==> src/rtl/uart_tx_arbiter.sv <==
// Packet-granular round-robin arbiter in front of a UART TX FIFO.
// Whole packets (or MAX_PKT-byte slices) are granted so streams never interleave.

module uart_tx_arb_lane #(
  parameter int DBIT = 8
) (
  input  logic            gnt,
  input  logic            valid,
  input  logic            tx_full,
  input  logic [DBIT-1:0] data,
  output logic            ready,
  output logic            wr,
  output logic [DBIT-1:0] data_m
);
  assign ready  = gnt & ~tx_full;
  assign wr     = ready & valid;
  assign data_m = gnt ? data : '0;
endmodule

module uart_tx_arbiter #(
  parameter int NREQ    = 4,
  parameter int DBIT    = 8,
  parameter int MAX_PKT = 16,
  localparam int GW     = (NREQ > 1) ? $clog2(NREQ) : 1,
  localparam int CW     = $clog2(MAX_PKT + 1)
) (
  input  logic                 clk,
  input  logic                 reset,
  input  logic [NREQ-1:0]      req_valid,
  input  logic [NREQ*DBIT-1:0] req_data,
  input  logic [NREQ-1:0]      req_last,
  output logic [NREQ-1:0]      req_ready,
  input  logic                 tx_full,
  output logic                 wr_uart,
  output logic [DBIT-1:0]      w_data,
  output logic                 busy,
  output logic [GW-1:0]        grant_id,
  output logic                 pkt_trunc
);
  typedef enum logic {IDLE, SEND} state_t;

  state_t                     state, state_nxt;
  logic [GW-1:0]              ptr, sel;
  logic [CW-1:0]              cnt;
  logic [NREQ-1:0]            gnt, lane_wr;
  logic [NREQ-1:0][DBIT-1:0]  lane_data;
  logic                       any_req, last_g, at_lim, rel;

  always_comb begin
    for (int i = 0; i < NREQ; i++)
      gnt[i] = (state == SEND) && (grant_id == GW'(i));
  end

  for (genvar i = 0; i < NREQ; i++) begin : g_lane
    uart_tx_arb_lane #(.DBIT(DBIT)) u_lane (
      .gnt     (gnt[i]),
      .valid   (req_valid[i]),
      .tx_full (tx_full),
      .data    (req_data[i*DBIT +: DBIT]),
      .ready   (req_ready[i]),
      .wr      (lane_wr[i]),
      .data_m  (lane_data[i])
    );
  end

  always_comb begin
    w_data = '0;
    for (int i = 0; i < NREQ; i++) w_data |= lane_data[i];
  end

  assign wr_uart = |lane_wr;
  assign last_g  = |(req_last & gnt);
  assign at_lim  = (cnt == CW'(MAX_PKT - 1));
  assign rel     = wr_uart & (last_g | at_lim);
  assign any_req = |req_valid;
  assign busy    = (state == SEND);

  // Rotating scan starting at ptr; first valid requester wins.
  always_comb begin
    logic found;
    found = 1'b0;
    sel   = ptr;
    for (int k = 0; k < NREQ; k++) begin
      int j;
      j = int'(ptr) + k;
      if (j >= NREQ) j -= NREQ;
      if (!found && req_valid[j]) begin
        found = 1'b1;
        sel   = GW'(j);
      end
    end
  end

  always_comb begin
    state_nxt = state;
    case (state)
      IDLE: if (any_req) state_nxt = SEND;
      SEND: if (rel)     state_nxt = IDLE;
      default:           state_nxt = IDLE;
    endcase
  end

  always_ff @(posedge clk) begin
    if (!reset) begin
      state     <= IDLE;
      grant_id  <= '0;
      ptr       <= '0;
      cnt       <= '0;
      pkt_trunc <= 1'b0;
    end else begin
      state     <= state_nxt;
      pkt_trunc <= 1'b0;
      if (state == IDLE && any_req) begin
        grant_id <= sel;
        cnt      <= '0;
      end
      if (wr_uart) cnt <= cnt + CW'(1);
      if (rel) begin
        ptr       <= (grant_id == GW'(NREQ - 1)) ? '0 : grant_id + GW'(1);
        // last wins over the limit when both land on the same byte
        pkt_trunc <= ~last_g;
      end
    end
  end
endmodule
==> config.mk <==
export PLATFORM = sky130hd
export DESIGN_NAME = uart_tx_arbiter
export DESIGN_NICKNAME = d
export VERILOG_FILES = /design/src/rtl/uart_tx_arbiter.sv
export SDC_FILE = /design/constraint.sdc
export NUM_CORES = 1
export LEC_CHECK = 0
export CAP_MARGIN = 15
export CORE_MARGIN = 8
export CORE_UTILIZATION = 37
export DETAILED_ROUTE_END_ITERATION = 8
export GPL_TIMING_DRIVEN = 1
export HOLD_SLACK_MARGIN = 0.08
export PLACE_DENSITY = 0.84
export SLEW_MARGIN = 20
export SYNTH_ARGS = -nofsm -noshare
export SYNTH_HDL_FRONTEND = slang
export SYNTH_SLANG_ARGS = --single-unit
export TNS_END_PERCENT = 5
==> constraint.sdc <==
create_clock -name clk -period 1.95 [get_ports clk]
set_input_delay 0.39 -clock clk [delete_from_list [all_inputs] [get_ports clk]]
set_output_delay 0.39 -clock clk [all_outputs]
set_load 0.02 [all_outputs]
Yosys cells after proc, flatten, opt, wreduce, memory -nomap -nowiden
Cells that the tools add are included.
{"block": "word_totals", "reg_bits": 11, "in_bits": 43, "output_inout_bits": 17, "elab_cells": 93}
{"block": "op_classes", "addsub": 9, "n_lt_le_gt_ge": 8, "n_eq_ne": 4, "mux": 33, "bitwise": 17, "n_reduce_logical": 17}
{"op": "32-bit by 4-bit < comparator with 1-bit output (second input constant)", "n": 4}
{"op": "32-bit 2-to-1 mux", "n": 4}
{"op": "8-bit 2-to-1 mux", "n": 4}
{"op": "8-bit bitwise OR", "n": 3}
{"op": "1-bit 2-to-1 mux", "n": 13}
{"op": "4-bit OR reduction", "n": 3}
{"op": "3-bit by 3-bit subtractor with 4-bit output (second input constant)", "n": 3}
{"op": "2-bit 2-to-1 mux", "n": 5}
{"op": "5-bit 2-to-1 mux", "n": 2}
{"op": "1-bit AND", "n": 9}
{"op": "3-bit greater-or-equal comparator (second input constant)", "n": 3}
{"op": "1-bit binary-select mux with 2-bit select", "n": 4}
{"op": "1-bit logical AND", "n": 8}
{"op": "2-bit by 2-bit adder with 3-bit output (second input constant)", "n": 2}
{"op": "5-bit by 1-bit adder with 5-bit output (second input constant)", "n": 1}
{"op": "5-bit by 4-bit equality test with 1-bit output (second input constant)", "n": 1}
{"op": "4-bit AND", "n": 1}
{"op": "2-bit equality test (second input constant)", "n": 2}
{"op": "2-bit by 3-bit subtractor with 4-bit output (second input constant)", "n": 1}
{"op": "2-bit by 1-bit adder with 3-bit output (second input constant)", "n": 1}
{"op": "2-bit by 3-bit greater-or-equal comparator with 1-bit output (second input constant)", "n": 1}
{"op": "1-bit logical NOT", "n": 3}
{"op": "1-bit NOT", "n": 3}
{"op": "2-bit by 1-bit adder with 2-bit output (second input constant)", "n": 1}
{"op": "6 further kinds", "n": 6}

Longest topological paths before layout
{"block": "logic_depth", "word_depth": 15, "depth_mapped": 7, "mapped_depth_nobuf": 6}

Modules after synthesis
From an unflattened synthesis, not the netlist that was laid out.
{"block": "hier_totals", "hier_cells": 130, "area_unflattened_um2": 1003.5}
{"module": "uart_tx_arbiter", "n_inst": 1, "cells_each": 90, "area_per_inst_um2": 743.2}
{"module": "uart_tx_arb_lane", "n_inst": 4, "cells_each": 10, "area_per_inst_um2": 65.1}

Worst setup path after synthesis
OpenSTA, ideal clock, no wires.
{"block": "synth_path", "path_kind": "register -> output", "start": "reg grant_id[1]", "end": "out w_data[2]", "arrival_time_ns": 1.615, "slack_ns": -0.055, "stages_incl_launch_ff": 5, "n_path_buf": 1, "cell_sequence": "dfxtp_1 ha_1 clkbuf_1 a22oi_1 a21boi_0"}
{"block": "synth_via", "elab_chain_cells": 6, "word_cells_on_any_way": 15, "classes_between": "3 x eq/ne; 4 x mux; 3 x bitwise; 5 x reduce/logical"}
{"item": "from (decl)", "line": "37", "source": "output logic [GW-1:0] grant_id,"}
{"item": "from (signal assigned)", "line": "114", "source": "grant_id <= sel;"}
{"item": "2-bit by 1-bit equality test with 1-bit output / 2-bit logical NOT (equally long branches)", "line": "51", "source": "gnt[i] = (state == SEND) && (grant_id == GW'(i));"}
{"item": "1-bit logical AND", "line": "51"}
{"item": "8-bit 2-to-1 mux", "line": "17", "source": "assign data_m = gnt ? data : '0;"}
{"item": "8-bit bitwise OR (2 in series)", "line": "68", "source": "for (int i = 0; i < NREQ; i++) w_data |= lane_data[i];"}
{"item": "8-bit bitwise OR *", "line": "68"}
{"item": "to (decl)", "line": "35", "source": "output logic [DBIT-1:0] w_data,"}
Every way passes the cells marked *; elsewhere a longest branch is shown, timed or not.

Worst setup path in the final report
{"block": "layout_path", "start": "reg grant_id[0]", "end": "out w_data[1]"}
The elaborated chain is that of the path after synthesis.

==> load_flow_metrics.sql <==
INSERT INTO impl_metrics (metric_group, metric, value, unit) VALUES
('cts', 'htree_num_levels', '1', ''),
('worst_hold_path', 'hold_path.class', 'reg -> reg', ''),
('critical_path', 'rr_endpoint', 'cnt[1]', ''),
('timing', 'worst_slew_pin_slew', '354', 'ps'),
('cts', 'clock_sinks', '11', ''),
('critical_path', 'cp_top_family', 'buffers and inverters', ''),
('critical_path', 'cp.required', '1560', 'ps'),
('global_routing', 'pin_count_of_the_biggest_net_entering_global_routing', '15', ''),
('timing', 'setup_total_neg_slack', '0', 'ps'),
('cts', 'clkTransAtPathRegs', '70', 'ps'),
('detailed_routing', 'num_vias', '1173', ''),
('timing', 'worst_slew_margin_relative_to_its_limit', '76.3', '%'),
('floorplanning', 'std_cell_rows', '18', ''),
('detailed_routing', 'dr_vias_cell', '5.36', ''),
('synth', 'synth_area_leader_cell', 'dfxtp_1', ''),
('synth', 'synthDominantCellAreaShare', '22.5', '%'),
('worst_hold_path', 'hp-start', 'cnt[0]', ''),
('finish', 'final-seq-area', '225', 'sq um'),
('power_and_ir_drop', 'comb_power_share', '51.4', '%'),
('global_routing', 'grt_overflow', '0', ''),
('timing', 'share_of_the_clock_period_used_by_the_worst_path_after_layout', '99.2', '%'),
('cts', 'cts_hold_repair.buffers', '0', ''),
('timing', 'setup_viol', '0', ''),
('power_and_ir_drop', 'totalPowerFinal', '0.831', 'mW'),
('finish', 'final_core_utilization', '68.6', '%'),
('finish', 'syn2layout_area_growth', '75.0', '%'),
('critical_path', 'rr_startpoint', 'grant_id[1]', ''),
('critical_path', 'r2r_cells', '7', ''),
('timing', 'clock_skew', '1.16', 'ps'),
('cts', 'post_cts.repair.setup_buffers', '0', ''),
('placement', 'placement.cell_area', '1710', 'sq um'),
('synth', 'number_of_cells_produced_by_synthesis', '121', ''),
('timing', 'worst_setup_margin', '15.9', 'ps'),
('global_routing', 'first_pass_grt_wire_length', '5.22', 'mm'),
('power_and_ir_drop', 'pwr-share-clk', '19.1', '%'),
('synth', 'post_synth_main_area_contributors', 'dfxtp_1 22%, a22oi_1 15%, ha_1 7.7%, a21boi_0 6.1%, nand2_1 5.0%', ''),
('floorplanning', 'design.portCount', '60', ''),
('synth', 'avg_inst_size_synth', '8.10', 'sq um'),
('synth', 'seq_area_frac_synth', '22.5', '%'),
('cts', 'cts_root_buffer', 'clkbuf_4', ''),
('flow_run', 'cap_violations', '0', ''),
('floorplanning', 'floorplan.die_area', '4550', 'sq um'),
('synth', 'synth_flop_cell', 'dfxtp_1', ''),
('timing', 'grt_setup_unrepaired', 'true', ''),
('power_and_ir_drop', 'seq_power_share', '29.5', '%'),
('run_status', 'run_status', 'finished clean', ''),
('finish', 'multiInputGateArea', '704', 'sq um'),
('timing', 'max_freq', '0.517', 'GHz'),
('detailed_routing', 'antenna_violating_nets_post_route', '0', ''),
('timing', 'final.hold.worst_slack', '509', 'ps'),
('power_and_ir_drop', 'power.leakage', '0.696', 'nW'),
('power_and_ir_drop', 'proportion_of_total_power_due_to_net_switching', '34.6', '%'),
('cts', 'clk_path_buf_depth', '2', ''),
('power_and_ir_drop', 'power_density', '485', 'nW/um^2'),
('critical_path', 'cp_max_fo', '10', ''),
('finish', 'ratio_of_cells_with_drive_above_1_in_the_final_layout', '24.9', '%'),
('critical_path', 'critical_path_arrival', '1540', 'ps'),
('critical_path', 'worst-path-buf-inv', '3', ''),
('timing', 'timing_max_transition_violations_final', '0', ''),
('worst_hold_path', 'min_delay_path_depth', '2', ''),
('placement', 'post-place-ws', '-326', 'ps'),
('critical_path', 'worstPathCellList', 'inv_1 > ha_2 > buf_12 > a22oi_2 > a21boi_0 > buf_2', ''),
('cts', 'clk-insertion-delay-late', '270', 'ps'),
('synth', 'synth-async-reset-ratio', '0', '%'),
('critical_path', 'reg2reg_setup_slack', '210', 'ps'),
('synth', 'syn_nets', '170', ''),
('critical_path', 'timing.critical_path.to_type', 'output port', ''),
('floorplanning', 'chipWidth', '67.5', 'um'),
('cts', 'tritoncts', 'yes', ''),
('worst_hold_path', 'whs_endpoint', 'cnt[0]', ''),
('power_and_ir_drop', 'internal-power', '0.543', 'mW');
[cells by family after synthesis]
kind of cell	count (synthesis)	share of synthesized area, %
and+or+nand+nor	38	22.4
DFF	11	22.5
AOI/OAI and AO/OA	46	35.8
buffers and inverters	16	7.66
adders and majority gates	6	7.66
muxes	4	4.09
[worst max-delay path by stage]
stage / start / endpoint / slack (ps) / cells after the start
2_1_floorplan: grant_id[1] / w_data[0] / -40 / 4
4_1_cts: grant_id[0] / w_data[1] / -190 / 6
3_5_place_dp: tx_full / wr_uart / -330 / 4
6_report: grant_id[0] / w_data[1] / 20 / 6
5_1_grt: grant_id[0] / w_data[6] / -60 / 6
3_3_place_gp: tx_full / wr_uart / -320 / 4
[cells in the mapped netlist (3+ instances only)]
library cell / number
dfxtp_1: 11
clkbuf_1: 7
nor2b_1: 5
nand2_1: 13
and2_1: 6
nor2_1: 3
mux2i_1: 4
inv_1: 5
ha_1: 6
a21boi_0: 8
buf_4: 4
o21ai_0: 6
a22oi_1: 19
[cell type report]
class,instances,share of cell area [%]
Inverter,5,1.09
Multi-Input combinational cell,94,41.1
Timing Repair Buffer,75,40.9
Clock buffer,3,1.31
Sequential cell,11,13.1
Clock inverter,1,0.292
Tap cell,30,2.19
[flip-flops by register name, summed over array words and instances, names as in the netlist]
name / cells
ptr: 2
busy: 1
grant_id: 2
cnt: 5
pkt_trunc: 1
[timing repair]
action	in CTS	in global routing
gates resized for setup	29	41
pin swaps	0	1
endpoints found under the setup margin	13	13
[power groups by stage]
| stage | sequential (mW) | combinational [mW] | clock [mW] |
|---|---|---|---|
| floorplan | 0.260 | 0.180 | 0 |
| global placement | 0.249 | 0.428 | 0 |
| detailed placement | 0.250 | 0.440 | 0 |
| CTS | 0.245 | 0.426 | 0.163 |
| global route | 0.247 | 0.458 | 0.177 |
| finish | 0.245 | 0.427 | 0.159 |
[worst reg2reg max path, cell delays in order (launching register included)]
cell and delay [ps]:
dfxtp_2 370, inv_1 80, ha_1 230, a22oi_2 220, a21boi_4 90, buf_4 170
or3b_1 380, a21boi_1 140
[per-layer routing]
layer,track usage [%],up-vias,wire (um)
li1,-,578,-
met1,15.7,542,1530
met2,26.6,51,1710
met3,4.97,2,306
met4,1.57,0,4
met5,0,-,0
[placed cells by master, fill, tap and decap left out, types with 2 or more instances in the layout]
cell type / count
a21oi_1: 2
a22oi_2: 4
o21ai_0: 6
nand2_1: 13
nor2b_1: 5
ha_2: 2
a21boi_1: 6
clkbuf_2: 4
nor2_1: 3
a22oi_1: 16
clkbuf_4: 3
a21boi_0: 3
buf_12: 3
ha_1: 4
dfxtp_1: 9
buf_4: 18
o211ai_1: 2
inv_1: 5
mux2i_1: 4
buf_2: 3
and2_1: 6
clkdlybuf4s50_1: 46
No activity file was read; power rests on OpenSTA's default activity.
